File: src/rtl/jpeg_huff_pkg.sv
// Shared JPEG Huffman constants and helpers for the DC (and later AC) entropy coders.
package jpeg_huff_pkg;

    localparam int unsigned DC_CAT_MAX = 11;
    localparam int unsigned DC_AMP_MAX = 2047;
    localparam int unsigned CAT_W      = 4;
    localparam int unsigned AMP_W      = 11;
    localparam int unsigned VAL_W      = AMP_W + 1;
    localparam int unsigned CODE_W     = 16;
    localparam int unsigned LEN_W      = 5;

    localparam logic [CODE_W-1:0] LUMA_DC_CODE [DC_CAT_MAX+1] = '{
        16'h0000, 16'h0002, 16'h0003, 16'h0004, 16'h0005, 16'h0006,
        16'h000E, 16'h001E, 16'h003E, 16'h007E, 16'h00FE, 16'h01FE
    };
    localparam logic [LEN_W-1:0] LUMA_DC_LEN [DC_CAT_MAX+1] = '{
        5'd2, 5'd3, 5'd3, 5'd3, 5'd3, 5'd3, 5'd4, 5'd5, 5'd6, 5'd7, 5'd8, 5'd9
    };
    localparam logic [CODE_W-1:0] CHROMA_DC_CODE [DC_CAT_MAX+1] = '{
        16'h0000, 16'h0001, 16'h0002, 16'h0006, 16'h000E, 16'h001E,
        16'h003E, 16'h007E, 16'h00FE, 16'h01FE, 16'h03FE, 16'h07FE
    };
    localparam logic [LEN_W-1:0] CHROMA_DC_LEN [DC_CAT_MAX+1] = '{
        5'd2, 5'd2, 5'd2, 5'd3, 5'd4, 5'd5, 5'd6, 5'd7, 5'd8, 5'd9, 5'd10, 5'd11
    };

    // Size category: bit length of the magnitude, 0 for a zero magnitude.
    function automatic logic [CAT_W-1:0] dc_category(input logic [AMP_W-1:0] mag);
        logic [CAT_W-1:0] cat;
        cat = '0;
        for (int i = 0; i < int'(AMP_W); i++) begin
            if (mag[i]) cat = CAT_W'(i + 1);
        end
        return cat;
    endfunction

    // Negative values send the low bits of (v-1), i.e. the ones complement of |v|.
    function automatic logic [AMP_W-1:0] dc_amp_bits(input logic signed [VAL_W-1:0] v,
                                                     input logic [CAT_W-1:0] cat);
        logic [VAL_W-1:0] raw;
        logic [VAL_W-1:0] mask;
        raw  = v[VAL_W-1] ? VAL_W'(v - VAL_W'(1)) : VAL_W'(v);
        mask = (VAL_W'(1) << cat) - VAL_W'(1);
        return raw[AMP_W-1:0] & mask[AMP_W-1:0];
    endfunction

endpackage

File: src/rtl/dc_category_huff.sv
// Combinational clamp, size categorisation and DC Huffman lookup for one difference value.
module dc_category_huff
    import jpeg_huff_pkg::*;
#(
    parameter int unsigned DIFF_W = 13
) (
    input  logic signed [DIFF_W-1:0] diff_i,
    input  logic                     is_luma_i,
    output logic [CODE_W-1:0]        huff_code_o,
    output logic [LEN_W-1:0]         huff_len_o,
    output logic [AMP_W-1:0]         amp_bits_o,
    output logic [CAT_W-1:0]         amp_len_o,
    output logic                     sat_o
);

    localparam logic signed [DIFF_W-1:0] AMP_MAX_S = DIFF_W'(DC_AMP_MAX);

    logic signed [DIFF_W-1:0] clamped;
    logic signed [VAL_W-1:0]  val;
    logic [AMP_W-1:0]         mag;
    logic [CAT_W-1:0]         cat;

    always_comb begin
        sat_o   = 1'b0;
        clamped = diff_i;
        if (diff_i > AMP_MAX_S) begin
            clamped = AMP_MAX_S;
            sat_o   = 1'b1;
        end else if (diff_i < -AMP_MAX_S) begin
            clamped = -AMP_MAX_S;
            sat_o   = 1'b1;
        end
        val         = VAL_W'(clamped);
        mag         = AMP_W'(val[VAL_W-1] ? -val : val);
        cat         = dc_category(mag);
        amp_bits_o  = dc_amp_bits(val, cat);
        amp_len_o   = cat;
        huff_code_o = is_luma_i ? LUMA_DC_CODE[cat] : CHROMA_DC_CODE[cat];
        huff_len_o  = is_luma_i ? LUMA_DC_LEN[cat]  : CHROMA_DC_LEN[cat];
    end

endmodule

File: src/rtl/huffman_dc_dpcm_enc.sv
// Multi-channel DC DPCM + Huffman encoder: predictor/difference stage, then registered code lookup.
module huffman_dc_dpcm_enc
    import jpeg_huff_pkg::*;
#(
    parameter int unsigned       DC_W      = 12,
    parameter int unsigned       NUM_CH    = 3,
    parameter logic [NUM_CH-1:0] LUMA_MASK = NUM_CH'(1),
    parameter int unsigned       CH_W      = (NUM_CH > 1) ? $clog2(NUM_CH) : 1
) (
    input  logic                   clk,
    input  logic                   rst,
    input  logic                   restart,
    input  logic                   in_valid,
    output logic                   in_ready,
    input  logic signed [DC_W-1:0] dc_in,
    input  logic [CH_W-1:0]        ch_id,
    output logic                   out_valid,
    input  logic                   out_ready,
    output logic [CODE_W-1:0]      huff_code,
    output logic [LEN_W-1:0]       huff_len,
    output logic [AMP_W-1:0]       amp_bits,
    output logic [CAT_W-1:0]       amp_len,
    output logic                   sat
);

    localparam int unsigned     DIFF_W  = DC_W + 1;
    localparam logic [CH_W-1:0] CH_LAST = CH_W'(NUM_CH - 1);

    logic signed [DC_W-1:0]   pred_q [NUM_CH];
    logic signed [DC_W-1:0]   pred_d [NUM_CH];
    logic                     s1_valid_q, s1_valid_d;
    logic signed [DIFF_W-1:0] s1_diff_q, s1_diff_d;
    logic                     s1_luma_q, s1_luma_d;
    logic                     out_valid_q, out_valid_d;
    logic [CODE_W-1:0]        huff_code_q, huff_code_d;
    logic [LEN_W-1:0]         huff_len_q, huff_len_d;
    logic [AMP_W-1:0]         amp_bits_q, amp_bits_d;
    logic [CAT_W-1:0]         amp_len_q, amp_len_d;
    logic                     sat_q, sat_d;

    logic                     advance;
    logic                     accept;
    logic [CH_W-1:0]          ch_sel;
    logic signed [DC_W-1:0]   pred_sel;
    logic [CODE_W-1:0]        enc_code;
    logic [LEN_W-1:0]         enc_len;
    logic [AMP_W-1:0]         enc_amp;
    logic [CAT_W-1:0]         enc_amp_len;
    logic                     enc_sat;

    dc_category_huff #(
        .DIFF_W (DIFF_W)
    ) u_cat (
        .diff_i      (s1_diff_q),
        .is_luma_i   (s1_luma_q),
        .huff_code_o (enc_code),
        .huff_len_o  (enc_len),
        .amp_bits_o  (enc_amp),
        .amp_len_o   (enc_amp_len),
        .sat_o       (enc_sat)
    );

    always_ff @(posedge clk) begin
        if (rst) begin
            for (int i = 0; i < int'(NUM_CH); i++) pred_q[i] <= '0;
            s1_valid_q  <= 1'b0;
            s1_diff_q   <= '0;
            s1_luma_q   <= 1'b0;
            out_valid_q <= 1'b0;
            huff_code_q <= '0;
            huff_len_q  <= '0;
            amp_bits_q  <= '0;
            amp_len_q   <= '0;
            sat_q       <= 1'b0;
        end else begin
            for (int i = 0; i < int'(NUM_CH); i++) pred_q[i] <= pred_d[i];
            s1_valid_q  <= s1_valid_d;
            s1_diff_q   <= s1_diff_d;
            s1_luma_q   <= s1_luma_d;
            out_valid_q <= out_valid_d;
            huff_code_q <= huff_code_d;
            huff_len_q  <= huff_len_d;
            amp_bits_q  <= amp_bits_d;
            amp_len_q   <= amp_len_d;
            sat_q       <= sat_d;
        end
    end

    // Stage 1 may fill while the output is stalled if it is empty; stage 2 moves only on advance.
    always_comb begin
        advance  = !out_valid_q || out_ready;
        in_ready = advance || !s1_valid_q;
        accept   = in_valid && in_ready;
        ch_sel   = (32'(ch_id) >= NUM_CH) ? CH_LAST : ch_id;
        pred_sel = restart ? '0 : pred_q[ch_sel];

        for (int i = 0; i < int'(NUM_CH); i++) pred_d[i] = restart ? '0 : pred_q[i];
        if (accept) pred_d[ch_sel] = dc_in;

        s1_valid_d = s1_valid_q;
        s1_diff_d  = s1_diff_q;
        s1_luma_d  = s1_luma_q;
        if (in_ready) begin
            s1_valid_d = accept;
            if (accept) begin
                s1_diff_d = DIFF_W'(dc_in) - DIFF_W'(pred_sel);
                s1_luma_d = LUMA_MASK[ch_sel];
            end
        end

        out_valid_d = out_valid_q;
        huff_code_d = huff_code_q;
        huff_len_d  = huff_len_q;
        amp_bits_d  = amp_bits_q;
        amp_len_d   = amp_len_q;
        sat_d       = sat_q;
        if (advance) begin
            out_valid_d = s1_valid_q;
            if (s1_valid_q) begin
                huff_code_d = enc_code;
                huff_len_d  = enc_len;
                amp_bits_d  = enc_amp;
                amp_len_d   = enc_amp_len;
                sat_d       = enc_sat;
            end
        end
    end

    assign out_valid = out_valid_q;
    assign huff_code = huff_code_q;
    assign huff_len  = huff_len_q;
    assign amp_bits  = amp_bits_q;
    assign amp_len   = amp_len_q;
    assign sat       = sat_q;

endmodule

File: config.mk
export PLATFORM = sky130hd
export DESIGN_NAME = huffman_dc_dpcm_enc
export DESIGN_NICKNAME = d
export VERILOG_FILES = /design/src/rtl/jpeg_huff_pkg.sv /design/src/rtl/dc_category_huff.sv /design/src/rtl/huffman_dc_dpcm_enc.sv
export SDC_FILE = /design/constraint.sdc
export NUM_CORES = 1
export LEC_CHECK = 0
export ABC_AREA = 1
export CAP_MARGIN = 20
export CORE_MARGIN = 10
export CORE_UTILIZATION = 35
export DETAILED_ROUTE_END_ITERATION = 7
export GPL_TIMING_DRIVEN = 0
export HOLD_SLACK_MARGIN = 0.03
export SLEW_MARGIN = 20
export SYNTH_ARGS = -nofsm -noshare
export SYNTH_HDL_FRONTEND = slang
export SYNTH_SLANG_ARGS = --single-unit
export TNS_END_PERCENT = 20
File: constraint.sdc
create_clock -name clk -period 4.3 [get_ports clk]
set_input_delay 1.29 -clock clk [delete_from_list [all_inputs] [get_ports clk]]
set_output_delay 1.29 -clock clk [all_outputs]
set_load 0.05 [all_outputs]
==> reports/summary.json <==
{
  "outcome": {"value": "finished clean"},
  "regToRegStartpoint": {"value": "s1_diff_q[12]$_SDFFE_PP0P_"},
  "path_depth": {"value": 21},
  "post_synth_and_or_nand_nor_area_fraction": {"value": 32.0, "unit": "%"},
  "place_hpwl": {"value": 11700, "unit": "um"},
  "critical_path.most_common_cell": {"value": "sky130_fd_sc_hd__a21oi_1"},
  "intPower": {"value": 1.49, "unit": "mW"},
  "seq_area": {"value": 0.00164, "unit": "mm2"},
  "fin_skew": {"value": 0.0124, "unit": "ns"},
  "power_switching_share": {"value": 36.2, "unit": "%"},
  "fillCellCount": {"value": 1582},
  "worst_hold_startpoint": {"value": "huff_len[2]$_SDFFE_PP0P_"},
  "worst_skew_pair.late_latency": {"value": 0.35, "unit": "ns"},
  "post_synth_mux_area_share": {"value": 0, "unit": "%"},
  "final_cell_mix": {"value": "sky130_fd_sc_hd__nand2_1, sky130_fd_sc_hd__a21oi_1, sky130_fd_sc_hd__dfxtp_1, sky130_fd_sc_hd__inv_1, sky130_fd_sc_hd__nand3_1"},
  "crit_fanout": {"value": 10},
  "h-tree-depth": {"value": 3},
  "p_leak": {"value": 2.74, "unit": "nW"},
  "clock_power_share": {"value": 33.0, "unit": "%"},
  "cts_hold_repair.buffers": {"value": 0},
  "crit_slowest_cell": {"value": "sky130_fd_sc_hd__clkdlybuf4s50_1"},
  "critical_path.top_delay_family": {"value": "compound AO/OA/AOI/OAI gates"},
  "critPathArrivalTime": {"value": 4.32, "unit": "ns"},
  "power.density_cell_area": {"value": 375, "unit": "mW/mm2"},
  "numCtsBuffers": {"value": 9},
  "cts_sinks": {"value": 82},
  "synth.lib_cells_used.distinct": {"value": 42},
  "post-cts-setup-buffers": {"value": 0},
  "ctsRootBufferMaster": {"value": "sky130_fd_sc_hd__clkbuf_16"},
  "cts_tree": {"value": "built"},
  "report.power.total": {"value": 2.34, "unit": "mW"},
  "crit_path_cell_trace": {"value": "clkdlybuf4s50_1 -> clkbuf_4 -> nor2_4 -> buf_6 -> nand2_1 -> nand3_1 -> nand2_1 -> ha_2 -> a21oi_1 -> inv_1 -> nor2_2 -> o21ai_2 -> a21oi_1 -> o21bai_1 -> a21oi_1 -> o21bai_1 -> nand2_1 -> inv_1 -> o31ai_1 -> o211ai_1 -> a21oi_1"},
  "drt-initial-drc-count": {"value": 279},
  "worst_setup_path_startpoint": {"value": "ch_id[1]"},
  "synth-xor-area-share": {"value": 2.22, "unit": "%"},
  "total_buffers_and_inverters_traversed_by_the_critical_path": {"value": 5},
  "final_area": {"value": 0.00623, "unit": "mm2"},
  "initial_utilization": {"value": 35.5, "unit": "%"},
  "route.vias.total": {"value": 5182},
  "criticalPathCategory": {"value": "in -> reg"},
  "postRouteAntennaNets": {"value": 0},
  "final-hold-violation-count": {"value": 0},
  "endpoint_kind": {"value": "flop"},
  "die_area": {"value": 0.0199, "unit": "mm2"},
  "grt_first_pass_wirelength": {"value": 24800, "unit": "um"},
  "cts.path.max_buffers": {"value": 2},
  "finalCoreUtilization": {"value": 43.2, "unit": "%"},
  "synth_sequential_area_ratio": {"value": 32.1, "unit": "%"},
  "area_growth_syn_to_layout": {"value": 21.7, "unit": "%"},
  "worst_setup_path_start_kind": {"value": "primary input"},
  "number_of_placement_rows": {"value": 44},
  "ff2ff_path_depth": {"value": 30},
  "layout_worst_path_cycle_share": {"value": 93.9, "unit": "%"},
  "num_io_pins": {"value": 58},
  "hold_path_depth": {"value": 2},
  "die-width": {"value": 141, "unit": "um"},
  "setup_violations": {"value": 0},
  "tightest_slew": {"value": 0.822, "unit": "ns"},
  "yosys.area_share.adder": {"value": 5.28, "unit": "%"},
  "drc": {"value": 0},
  "max_freq": {"value": 248, "unit": "MHz"},
  "hold_path_class": {"value": "reg -> reg"},
  "post_cts_resized": {"value": 8},
  "combinationalPowerShare": {"value": 31.5, "unit": "%"},
  "routabilityCongestion": {"value": 0.889},
  "min_tclk_post_route": {"value": 4.04, "unit": "ns"},
  "aggregate_global_route_resource_usage": {"value": 15.1, "unit": "%"},
  "placed_cell_area": {"value": 0.00588, "unit": "mm2"},
  "antenna_found_initial": {"value": 0},
  "seqPwrFrac": {"value": 35.5, "unit": "%"},
  "pin_count_of_the_biggest_net_entering_global_routing": {"value": 14},
  "complex_gate_fraction_of_the_synthesized_area": {"value": 17.5, "unit": "%"},
  "netlist_area": {"value": 0.00512, "unit": "mm2"},
  "grt_pass1_vias": {"value": 4914},
  "core_region_area": {"value": 0.0144, "unit": "mm2"},
  "p_switching": {"value": 0.847, "unit": "mW"},
  "globalRouteOverflowTotal": {"value": 0},
  "layout_commonest_cell": {"value": "sky130_fd_sc_hd__nand2_1"},
  "insertedDiodeCount": {"value": 0},
  "number_of_buffer_cells_added_on_primary_ports": {"value": 51},
  "dr_pass1_iterations": {"value": 5},
  "fin_max_slew_vios": {"value": 0},
  "drv.max_cap_violation_count": {"value": 0},
  "critPathRequiredTime": {"value": 4.58, "unit": "ns"},
  "ys_warn_count": {"value": 0},
  "viasPerCell": {"value": 5.02},
  "register_bit_count_reported_by_yosys": {"value": 82},
  "final_layout_size_suffix_gt1_share": {"value": 9.66, "unit": "%"},
  "dieHeight": {"value": 141, "unit": "um"},
  "maxSlewHeadroom": {"value": 45.0, "unit": "%"},
  "crit_path_max_incr_delay": {"value": 0.44, "unit": "ns"},
  "count_of_nets_after_finishing": {"value": 885},
  "route.final.wire_length": {"value": 15100, "unit": "um"},
  "wl_per_cell": {"value": 14.6, "unit": "um"},
  "clk_pin_slew": {"value": 0.07, "unit": "ns"},
  "timing.setup.tns": {"value": 0, "unit": "ns"},
  "dominant_combinational_cell_family_by_area_after_synthesis": {"value": "simple AND/OR/NAND/NOR gates"},
  "irDropWorstVdd": {"value": 0.241, "unit": "mV"},
  "synth.avg_cell_area": {"value": 6.57, "unit": "um2"},
  "synthesis.instances": {"value": 779},
  "multi_input_comb_area": {"value": 0.00299, "unit": "mm2"}
}
## worst register-to-register path: cells and delay by family, from the launching register on
family	cells	cell delay (ns)
DFF	1	0.31
buffers and inverters	5	0.68
adders and majority gates	2	0.67
AOI/OAI and AO/OA	3	0.49
and+or+nand+nor	20	1.62
## per-stage QoR
step	std cells	setup WS [ns]	hold slack, ns
after floorplan	784	0.406	0.440
after global placement	1019	-0.810	0.451
after detailed placement	1019	-0.769	0.454
after CTS	1034	0.00316	0.463
after global routing	1033	-0.00292	0.484
final	1033	0.260	0.466
## final timing paths
path                                      to  slack (ns)
hold / removal      huff_len[2]$_SDFFE_PP0P_        0.47
hold reg to reg     huff_len[2]$_SDFFE_PP0P_        0.47
setup / recovery  s1_diff_q[12]$_SDFFE_PP0P_        0.26
setup reg to reg   amp_bits[10]$_SDFFE_PP0P_        0.41
## power groups by stage
stage | combinational, mW | sequential, mW | clock (mW)
after CTS | 0.723 | 0.829 | 0.786
after floorplan | 0.451 | 0.922 | 0
after global routing | 0.820 | 0.834 | 0.815
after detailed placement | 0.718 | 0.846 | 0
final | 0.737 | 0.829 | 0.772
after global placement | 0.719 | 0.845 | 0
## final cells by class
| cell class | instances | area share, % |
|---|---|---|
| flip-flops and latches | 82 | 26.4 |
| clock inverters | 5 | 0.904 |
| well taps | 184 | 3.70 |
| clock buffers | 10 | 3.68 |
| inverters | 92 | 5.66 |
| plain buffers | 39 | 3.47 |
| multi-input cells | 570 | 48.0 |
| repair buffers | 51 | 8.19 |
## synth_stat cells (all sizes together)
master	n	area (um2)
a21oi	91	459
a22oi	1	7.51
a31oi	4	25.0
and2	1	6.26
buf	16	116
clkbuf	24	90.1
clkinv	4	15.0
conb	1	3.75
dfxtp	82	1640
fa	1	20.0
ha	20	250
inv	88	335
nand2	221	857
nand3	76	435
nand3b	3	22.5
nand4	6	43.8
nor2	53	245
nor3	3	15.0
o211ai	11	82.6
o21ai	49	257
o21bai	4	30.0
o221ai	1	8.76
o22ai	3	18.8
o31ai	1	7.51
or2	2	12.5
xnor2	3	26.3
xor2	10	87.6
## routing by layer
layer | up-vias | wire (um) | share of wire [%] | GRT usage, %
met5 | - | 0 | 0 | 0
met4 | 0 | 382 | 2.5 | 5.27
met3 | 30 | 771 | 5.1 | 3.59
met2 | 150 | 7190 | 48 | 25.7
met1 | 2331 | 6750 | 45 | 18.1
li1 | 2671 | - | - | -
## cells by family after synthesis
| kind of cell | count (synthesis) |
|---|---|
| other | 1 |
| xor gates and xnor gates | 13 |
| adders and majority gates | 21 |
| AOI/OAI and AO/OA | 165 |
| DFF | 82 |
| and+or+nand+nor | 365 |
| buffers and inverters | 132 |
## flip-flops by register name, summed over array words and instances (netlist names)
name        cells
amp_bits       11
amp_len         4
huff_code      11
huff_len        3
out_valid       1
pred_q         36
s1_diff_q      13
s1_luma_q       1
s1_valid_q      1
sat             1
Power figures use the tool's default switching activity.
